File: config.mk
export PLATFORM = sky130hd
export DESIGN_NAME = ysyx_25020047_seq
export DESIGN_NICKNAME = d
export VERILOG_FILES = /design/src/rtl/ysyx_25020047_pkg.sv /design/src/rtl/ysyx_25020047_perf_cnt.sv /design/src/rtl/ysyx_25020047_seq.sv
export SDC_FILE = /design/constraint.sdc
export NUM_CORES = 1
export LEC_CHECK = 0
export ABC_AREA = 1
export BUFFER_PORTS_ARGS = -buffer_cell sky130_fd_sc_hd__buf_2
export CORE_MARGIN = 2
export CORE_UTILIZATION = 45
export CTS_CLUSTER_SIZE = 14
export DETAILED_ROUTE_END_ITERATION = 10
export HOLD_SLACK_MARGIN = 0.05
export PLACE_DENSITY = 0.85
export SLEW_MARGIN = 10
export SYNTH_ARGS = -nofsm -noshare
export SYNTH_HDL_FRONTEND = slang
export SYNTH_SLANG_ARGS = --single-unit
File: constraint.sdc
create_clock -name clk -period 1.67 [get_ports clk]
set_clock_uncertainty 0.1 [all_clocks]
set_input_delay 0.334 -clock clk [delete_from_list [all_inputs] [get_ports clk]]
set_output_delay 0.334 -clock clk [all_outputs]
set_load 0.01 [all_outputs]
File: src/rtl/ysyx_25020047_pkg.sv
// Shared types and constants for the ysyx_25020047 multi-cycle control sequencer.
package ysyx_25020047_pkg;

    typedef enum logic [2:0] {
        S_RESET = 3'd0,
        S_FETCH = 3'd1,
        S_IWAIT = 3'd2,
        S_EXEC  = 3'd3,
        S_MEM   = 3'd4,
        S_MWAIT = 3'd5,
        S_WB    = 3'd6,
        S_HALT  = 3'd7
    } seq_state_e;

    localparam logic [1:0] HALT_EBREAK   = 2'd0;
    localparam logic [1:0] HALT_IFERR    = 2'd1;
    localparam logic [1:0] HALT_LSERR    = 2'd2;
    localparam logic [1:0] HALT_MISALIGN = 2'd3;

    localparam logic [31:0] RESET_PC_DEFAULT = 32'h8000_0000;

endpackage

File: src/rtl/ysyx_25020047_perf_cnt.sv
// Free-running 64-bit performance counters for the sequencer (cycles, retired
// instructions, memory stall cycles); instantiated only with YSYX_25020047_PERF_EN.
module ysyx_25020047_perf_cnt
    import ysyx_25020047_pkg::*;
(
    input  logic        clk,
    input  logic        rst_n,
    input  logic        cycle_en_i,
    input  logic        retire_en_i,
    input  logic        stall_en_i,
    output logic [63:0] cycle_cnt_o,
    output logic [63:0] instret_cnt_o,
    output logic [63:0] mem_stall_cnt_o
);

    logic [63:0] cycle_q, cycle_d;
    logic [63:0] instret_q, instret_d;
    logic [63:0] stall_q, stall_d;

    always_comb begin
        cycle_d   = cycle_en_i  ? cycle_q + 64'd1   : cycle_q;
        instret_d = retire_en_i ? instret_q + 64'd1 : instret_q;
        stall_d   = stall_en_i  ? stall_q + 64'd1   : stall_q;
    end

    always_ff @(posedge clk or negedge rst_n) begin
        if (!rst_n) begin
            cycle_q   <= '0;
            instret_q <= '0;
            stall_q   <= '0;
        end else begin
            cycle_q   <= cycle_d;
            instret_q <= instret_d;
            stall_q   <= stall_d;
        end
    end

    assign cycle_cnt_o     = cycle_q;
    assign instret_cnt_o   = instret_q;
    assign mem_stall_cnt_o = stall_q;

endmodule

File: src/rtl/ysyx_25020047_seq.sv
// Multi-cycle control sequencer: FETCH/IWAIT/EXEC/[MEM/MWAIT]/WB per instruction,
// owns the PC and commit strobes. Define YSYX_25020047_PERF_EN to add perf counters.
module ysyx_25020047_seq
    import ysyx_25020047_pkg::*;
#(
    parameter logic [31:0] RESET_PC = RESET_PC_DEFAULT
) (
    input  logic        clk,
    input  logic        rst_n,
    output logic        ifu_req_valid,
    input  logic        ifu_req_ready,
    input  logic        ifu_rsp_valid,
    input  logic        ifu_rsp_err,
    input  logic        is_load,
    input  logic        is_store,
    input  logic        is_ebreak,
    input  logic        rd_wen_dec,
    input  logic        csr_wen_dec,
    output logic        lsu_req_valid,
    input  logic        lsu_req_ready,
    input  logic        lsu_rsp_valid,
    input  logic        lsu_rsp_err,
    input  logic [31:0] dnpc,
    output logic [31:0] pc,
    output logic        inst_latch,
    output logic        rf_wen,
    output logic        csr_wen,
    output logic        retire,
    output logic        halted,
    output logic [1:0]  halt_code
`ifdef YSYX_25020047_PERF_EN
    ,
    output logic [63:0] cycle_cnt,
    output logic [63:0] instret_cnt,
    output logic [63:0] mem_stall_cnt
`endif
);

    seq_state_e  state_q, state_d;
    logic [31:0] pc_q, pc_d;
    logic [1:0]  halt_code_q, halt_code_d;

    always_ff @(posedge clk or negedge rst_n) begin
        if (!rst_n) begin
            state_q     <= S_RESET;
            pc_q        <= RESET_PC;
            halt_code_q <= HALT_EBREAK;
        end else begin
            state_q     <= state_d;
            pc_q        <= pc_d;
            halt_code_q <= halt_code_d;
        end
    end

    // Responses only matter in the wait states, so stray pulses elsewhere fall through.
    always_comb begin
        state_d       = state_q;
        pc_d          = pc_q;
        halt_code_d   = halt_code_q;
        ifu_req_valid = 1'b0;
        lsu_req_valid = 1'b0;
        inst_latch    = 1'b0;
        rf_wen        = 1'b0;
        csr_wen       = 1'b0;
        retire        = 1'b0;
        case (state_q)
            S_RESET: state_d = S_FETCH;
            S_FETCH: begin
                ifu_req_valid = 1'b1;
                if (ifu_req_ready) state_d = S_IWAIT;
            end
            S_IWAIT: begin
                if (ifu_rsp_valid) begin
                    if (ifu_rsp_err) begin
                        state_d     = S_HALT;
                        halt_code_d = HALT_IFERR;
                    end else begin
                        inst_latch = 1'b1;
                        state_d    = S_EXEC;
                    end
                end
            end
            S_EXEC: begin
                if (is_ebreak) begin
                    state_d     = S_HALT;
                    halt_code_d = HALT_EBREAK;
                end else if (is_load || is_store) begin
                    state_d = S_MEM;
                end else begin
                    state_d = S_WB;
                end
            end
            S_MEM: begin
                lsu_req_valid = 1'b1;
                if (lsu_req_ready) state_d = S_MWAIT;
            end
            S_MWAIT: begin
                if (lsu_rsp_valid) begin
                    if (lsu_rsp_err) begin
                        state_d     = S_HALT;
                        halt_code_d = HALT_LSERR;
                    end else begin
                        state_d = S_WB;
                    end
                end
            end
            // A misaligned target suppresses the whole commit, leaving pc at the faulting instruction.
            S_WB: begin
                if (dnpc[1:0] != 2'b00) begin
                    state_d     = S_HALT;
                    halt_code_d = HALT_MISALIGN;
                end else begin
                    rf_wen  = rd_wen_dec & ~is_store;
                    csr_wen = csr_wen_dec;
                    retire  = 1'b1;
                    pc_d    = dnpc;
                    state_d = S_FETCH;
                end
            end
            S_HALT:  state_d = S_HALT;
            default: state_d = S_HALT;
        endcase
    end

    assign pc        = pc_q;
    assign halted    = (state_q == S_HALT);
    assign halt_code = halt_code_q;

`ifdef YSYX_25020047_PERF_EN
    ysyx_25020047_perf_cnt u_perf_cnt (
        .clk             (clk),
        .rst_n           (rst_n),
        .cycle_en_i      (state_q != S_HALT),
        .retire_en_i     (retire),
        .stall_en_i      ((state_q == S_MEM) || (state_q == S_MWAIT)),
        .cycle_cnt_o     (cycle_cnt),
        .instret_cnt_o   (instret_cnt),
        .mem_stall_cnt_o (mem_stall_cnt)
    );
`endif

endmodule

# Word-level counts from Yosys, hierarchy flattened
# Index checks and enable logic that the tools add are counted.
# word_totals
register_bits	37
latchBits	0
mem_bits_rw	0
mem_bits_ro	0
in_bits	45
output_inout_bits	41
word_cells	56
n_memories	0
# op_classes
add_sub_neg	0
multipliers	0
div_mod_pow	0
order_cmp	0
eq_ne	15
shifts	0
muxes	28
bitwise_logic	3
n_reduce_logical	7
# op_table
cell	n
$pmux 3 s8	1
$mux 3	6
$mux 2	8
$ne 2x2->1 const B	8
$eq 3x3->1 const B	4
$mux 1	12
$pmux 2 s4	1
$reduce_and 7->1	1
$eq 3x2->1 const B	2
$reduce_and 4->1	1
$reduce_bool 4->1	1
$eq 3x1->1 const B	1
$logic_not 3->1	1
$not 1->1	2
$reduce_and 2->1	1
$reduce_bool 2->1	1
$and 1x1->1	1
$logic_or 1x1->1	1

# Longest topological paths before layout
# depth
depth_word	4
mapped_depth	9
mapped_depth_nobuf	8

# Worst setup path before layout
# OpenSTA, ideal clock, no wires.
# synth_path
path_type	reg2out
from	reg state_q[0]
to	out csr_wen
arrival_time_ps	1039
required_ps	1236
path_slack_ps	197
path_stages_with_launch	5
n_path_buf	1
path_cell_list	dfrtp_1 > nor2_1 > nand3_4 > buf_2 > nor2_1
# synth_between
elab_chain_len	2
# synth_lines
element	line	rtl
start, declared	ysyx_25020047_seq.sv:39	seq_state_e state_q, state_d;
start signal, assigned	ysyx_25020047_seq.sv:49	state_q <= state_d;
$eq 3x3->1	ysyx_25020047_seq.sv:66	case (state_q)
$mux 1	ysyx_25020047_seq.sv:66	
end, declared	ysyx_25020047_seq.sv:27	output logic csr_wen,
# No other way between the ends.

# Worst setup path in the final report
# layout_path
from	reg state_q[2]
to	out inst_latch
# layout_between
elab_chain_len	2
# layout_lines
element	line	rtl
$eq 3x2->1	ysyx_25020047_seq.sv:66	
$mux 1	ysyx_25020047_seq.sv:66	
end, declared	ysyx_25020047_seq.sv:25	output logic inst_latch,
# No other way between the ends.

==> summary.txt <==
Core Box Area -> 3633 um^2
Die span in y -> 65.16 um
Pin count of the biggest net entering global routing -> 21
Netlist area before placement -> 1683 um^2
Number of antenna violations at the first check in global routing -> 0
Crit. End Element -> primary output
Later-pin clock latency in the skew report -> 0.27 ns
Relative slew margins -> 0.7062
Netlist cell types -> 18
Vias in the first global route -> 1426
Routing usage on met2 -> 0.3286
Hold Fails Final Rpt -> 0
Global route overflow -> 0
CTS clock-pin slew for the worst setup and hold paths -> 0.07 ns
Final count of pins violating max slew -> 0
Internal reg-to-reg setup slack -> 0.12 ns
Most frequent cells in the layout -> sky130_fd_sc_hd__nand2_1, sky130_fd_sc_hd__buf_2, sky130_fd_sc_hd__dfrtp_1
Number of flip-flops and latches in the synthesized netlist -> 37
Total die area -> 4245 um^2
Worst flop-to-flop path endpoint -> halt_code[1]
DRC violations left -> 0
Unrepaired setup endpoints after global routing -> true
Req. time, crit path -> 1.24 ns
H-tree depth reported by CTS -> 2
Number of max-capacitance violations reported -> 0
Layout cells sized above 1 -> 0.3836
Worst slack at placement -> 0.1634 ns
Synthesized area divided by synthesized cell count -> 7.791 um^2
Worst setup path startpoint -> state_q[2]
GP Congestion -> 0.8884
Via count normalized by instance count -> 4.500
Logic depth of the worst register-to-register path -> 9
Cells traversed along the worst timing path -> buf_4 -> inv_4 -> nand3_2 -> nor2_1 -> buf_2
Synth-to-layout area growth -> 41.49%
Fraction of the yosys area taken by sequential cells -> 0.5509
Final cycle utilization of the critical path -> 1.021
Initial Utilization -> 0.4632
Crit path largest cell delay -> 0.40 ns
Global routing's busiest layer -> met2
Global Route met3 Usage -> 0.04452
Hold WC Path Type -> input port to flop
Last element of the critical path -> inst_latch
Minimum clock period after layout -> 1.705 ns
GRT Util Overall -> 0.1946
Crit-path slowest cell -> sky130_fd_sc_hd__dfrtp_1
Total power -> 4093 uW
Clock buffer depth -> 2
Die extent in x -> 65.16 um
Final worst slack -> -0.03519 ns
Top-level port count -> 86
Endpoint arrival time on the critical path -> 1.27 ns
Syn. warnings -> 0
Fillers -> 319
Kind of critical path -> flop to primary output
Count of port buffers added during placement -> 85
Most common cell after layout, fill and taps aside -> sky130_fd_sc_hd__nand2_1
Total clock sinks -> 37
Post-route antenna net violation count -> 0
Count of final setup violators -> 1
Aggregate negative setup slack -> -0.03519 ns
Synthesized instance count -> 216
Drt initial violations -> 86
Met1 routing resource usage after global routing -> 0.2531
NumNets Final -> 362
WL final -> 3.906 mm
Startpoint class of the critical path -> flop
Largest fanout on the critical path -> 11
Launch point of the worst reg-to-reg path -> state_q[0]
Average wire length per cell after detail routing -> 10.67 um
Worst-margin pin slew -> 0.4406 ns
Fmax -> 586.4 MHz
Total iterations of the first detailed-routing run -> 4
DR vias -> 1647
Global-route wire length before repair -> 6.341 mm
Rows -> 22
Synthesized netlist net count -> 261
Power density normalized to cell area -> 1719 nW/um^2
Leakage dissipation -> 0.001455 uW
Clk Tree Root Cell -> sky130_fd_sc_hd__clkbuf_8
Num CTS Buffers -> 5
Clock tree from TritonCTS -> done
Peak ir drop on the vdd network -> 0.7124 mV
Ant. Diodes -> 0
Outcome -> finished, violations left
Post-detailed-placement half-perimeter wirelength -> 2.833 mm
Failing checks -> setup timing
Worst hold start -> dnpc[31]
==> synth_stat cells <==
master                     count  area share
sky130_fd_sc_hd__buf_6         3       0.020
sky130_fd_sc_hd__a21oi_1       1      0.0030
sky130_fd_sc_hd__nand3_1       7       0.021
sky130_fd_sc_hd__nand4_1       4       0.015
sky130_fd_sc_hd__inv_1        16       0.036
sky130_fd_sc_hd__o21ai_0       5       0.015
sky130_fd_sc_hd__nor2_4        1      0.0067
sky130_fd_sc_hd__nor2_1       12       0.027
sky130_fd_sc_hd__buf_2         4       0.012
sky130_fd_sc_hd__nor3_1        1      0.0030
sky130_fd_sc_hd__inv_2         2      0.0045
sky130_fd_sc_hd__buf_4         1      0.0045
sky130_fd_sc_hd__dfstp_2       1       0.016
sky130_fd_sc_hd__nand3_4       1       0.010
sky130_fd_sc_hd__nand2_1     119        0.27
sky130_fd_sc_hd__clkinv_2      1      0.0030
sky130_fd_sc_hd__nor2_2        1      0.0037
sky130_fd_sc_hd__dfrtp_1      36        0.54
==> area by class of cell <==
cell class / instances / area (um^2) / area share
flip-flops and latches: 37 / 927.1 / 0.3894
repair buffers: 102 / 563.0 / 0.2365
clock buffers: 7 / 96.34 / 0.04046
multi-input cells: 152 / 644.4 / 0.2706
inverters: 19 / 81.33 / 0.03416
clock inverters: 1 / 8.758 / 0.003678
well taps: 48 / 60.06 / 0.02522
==> worst min path at each step <==
stage / end / slack, ns / cells past startpoint
5_1_grt: pc[31] / 0.14 / 3
6_report: pc[31] / 0.15 / 3
3_3_place_gp: halt_code[1] / 0.19 / 1
4_1_cts: pc[31] / 0.14 / 3
3_5_place_dp: halt_code[0] / 0.20 / 1
2_1_floorplan: halt_code[0] / -0.06 / 0
==> critical path, delay by kind of cell (launching register included) <==
kind / cells / cell delay, ns
buf+inv: 3 / 0.40
flops: 1 / 0.40
simple gates: 2 / 0.19
==> repair_timing <==
| action | CTS | global route |
|---|---|---|
| hold buffers | 1 | 0 |
| setup endpoints to repair | 4 | 5 |
| pin swaps | 3 | 2 |
| buffers inserted | 6 | 3 |
| gates resized for setup | 9 | 3 |
| endpoints found under the hold margin | 18 | 0 |
==> registers in the layout (all words and copies together), names as in the netlist <==
signal,cells
halt_code,2
pc,32
state_q,3
==> layer usage <==
layer | vias to the layer above | part of all wire
met5 | - | 0
met4 | 0 | 0.0038
met3 | 2 | 0.075
met2 | 67 | 0.50
met1 | 727 | 0.43
li1 | 851 | -
==> kinds of logic after synthesis <==
family,after synthesis,synth area share
flip-flops,37,0.5509
AND/OR/NAND/NOR,146,0.3517
buffers and inverters,27,0.07955
AO/OA/AOI/OAI,6,0.01784
==> metrics by stage <==
step           cells  instance area [um^2]  hold slack (ns)    util
3_5_place_dp     349                  2167           0.2001  0.5964
3_3_place_gp     349                  2167           0.1928  0.5964
2_1_floorplan    216                  1683         -0.06159       -
4_1_cts          364                  2354           0.1363  0.6477
6_report         366                  2381           0.1457  0.6553
5_1_grt          366                  2381           0.1408  0.6553
==> where the power goes <==
part           switching [uW]  internal (uW)  leakage (uW)
combinational            1080            809      0.000937
clock                     297            381     0.0000549
sequential                219           1300      0.000463
total                    1600           2490       0.00145
(Power assumes the default switching activity.)
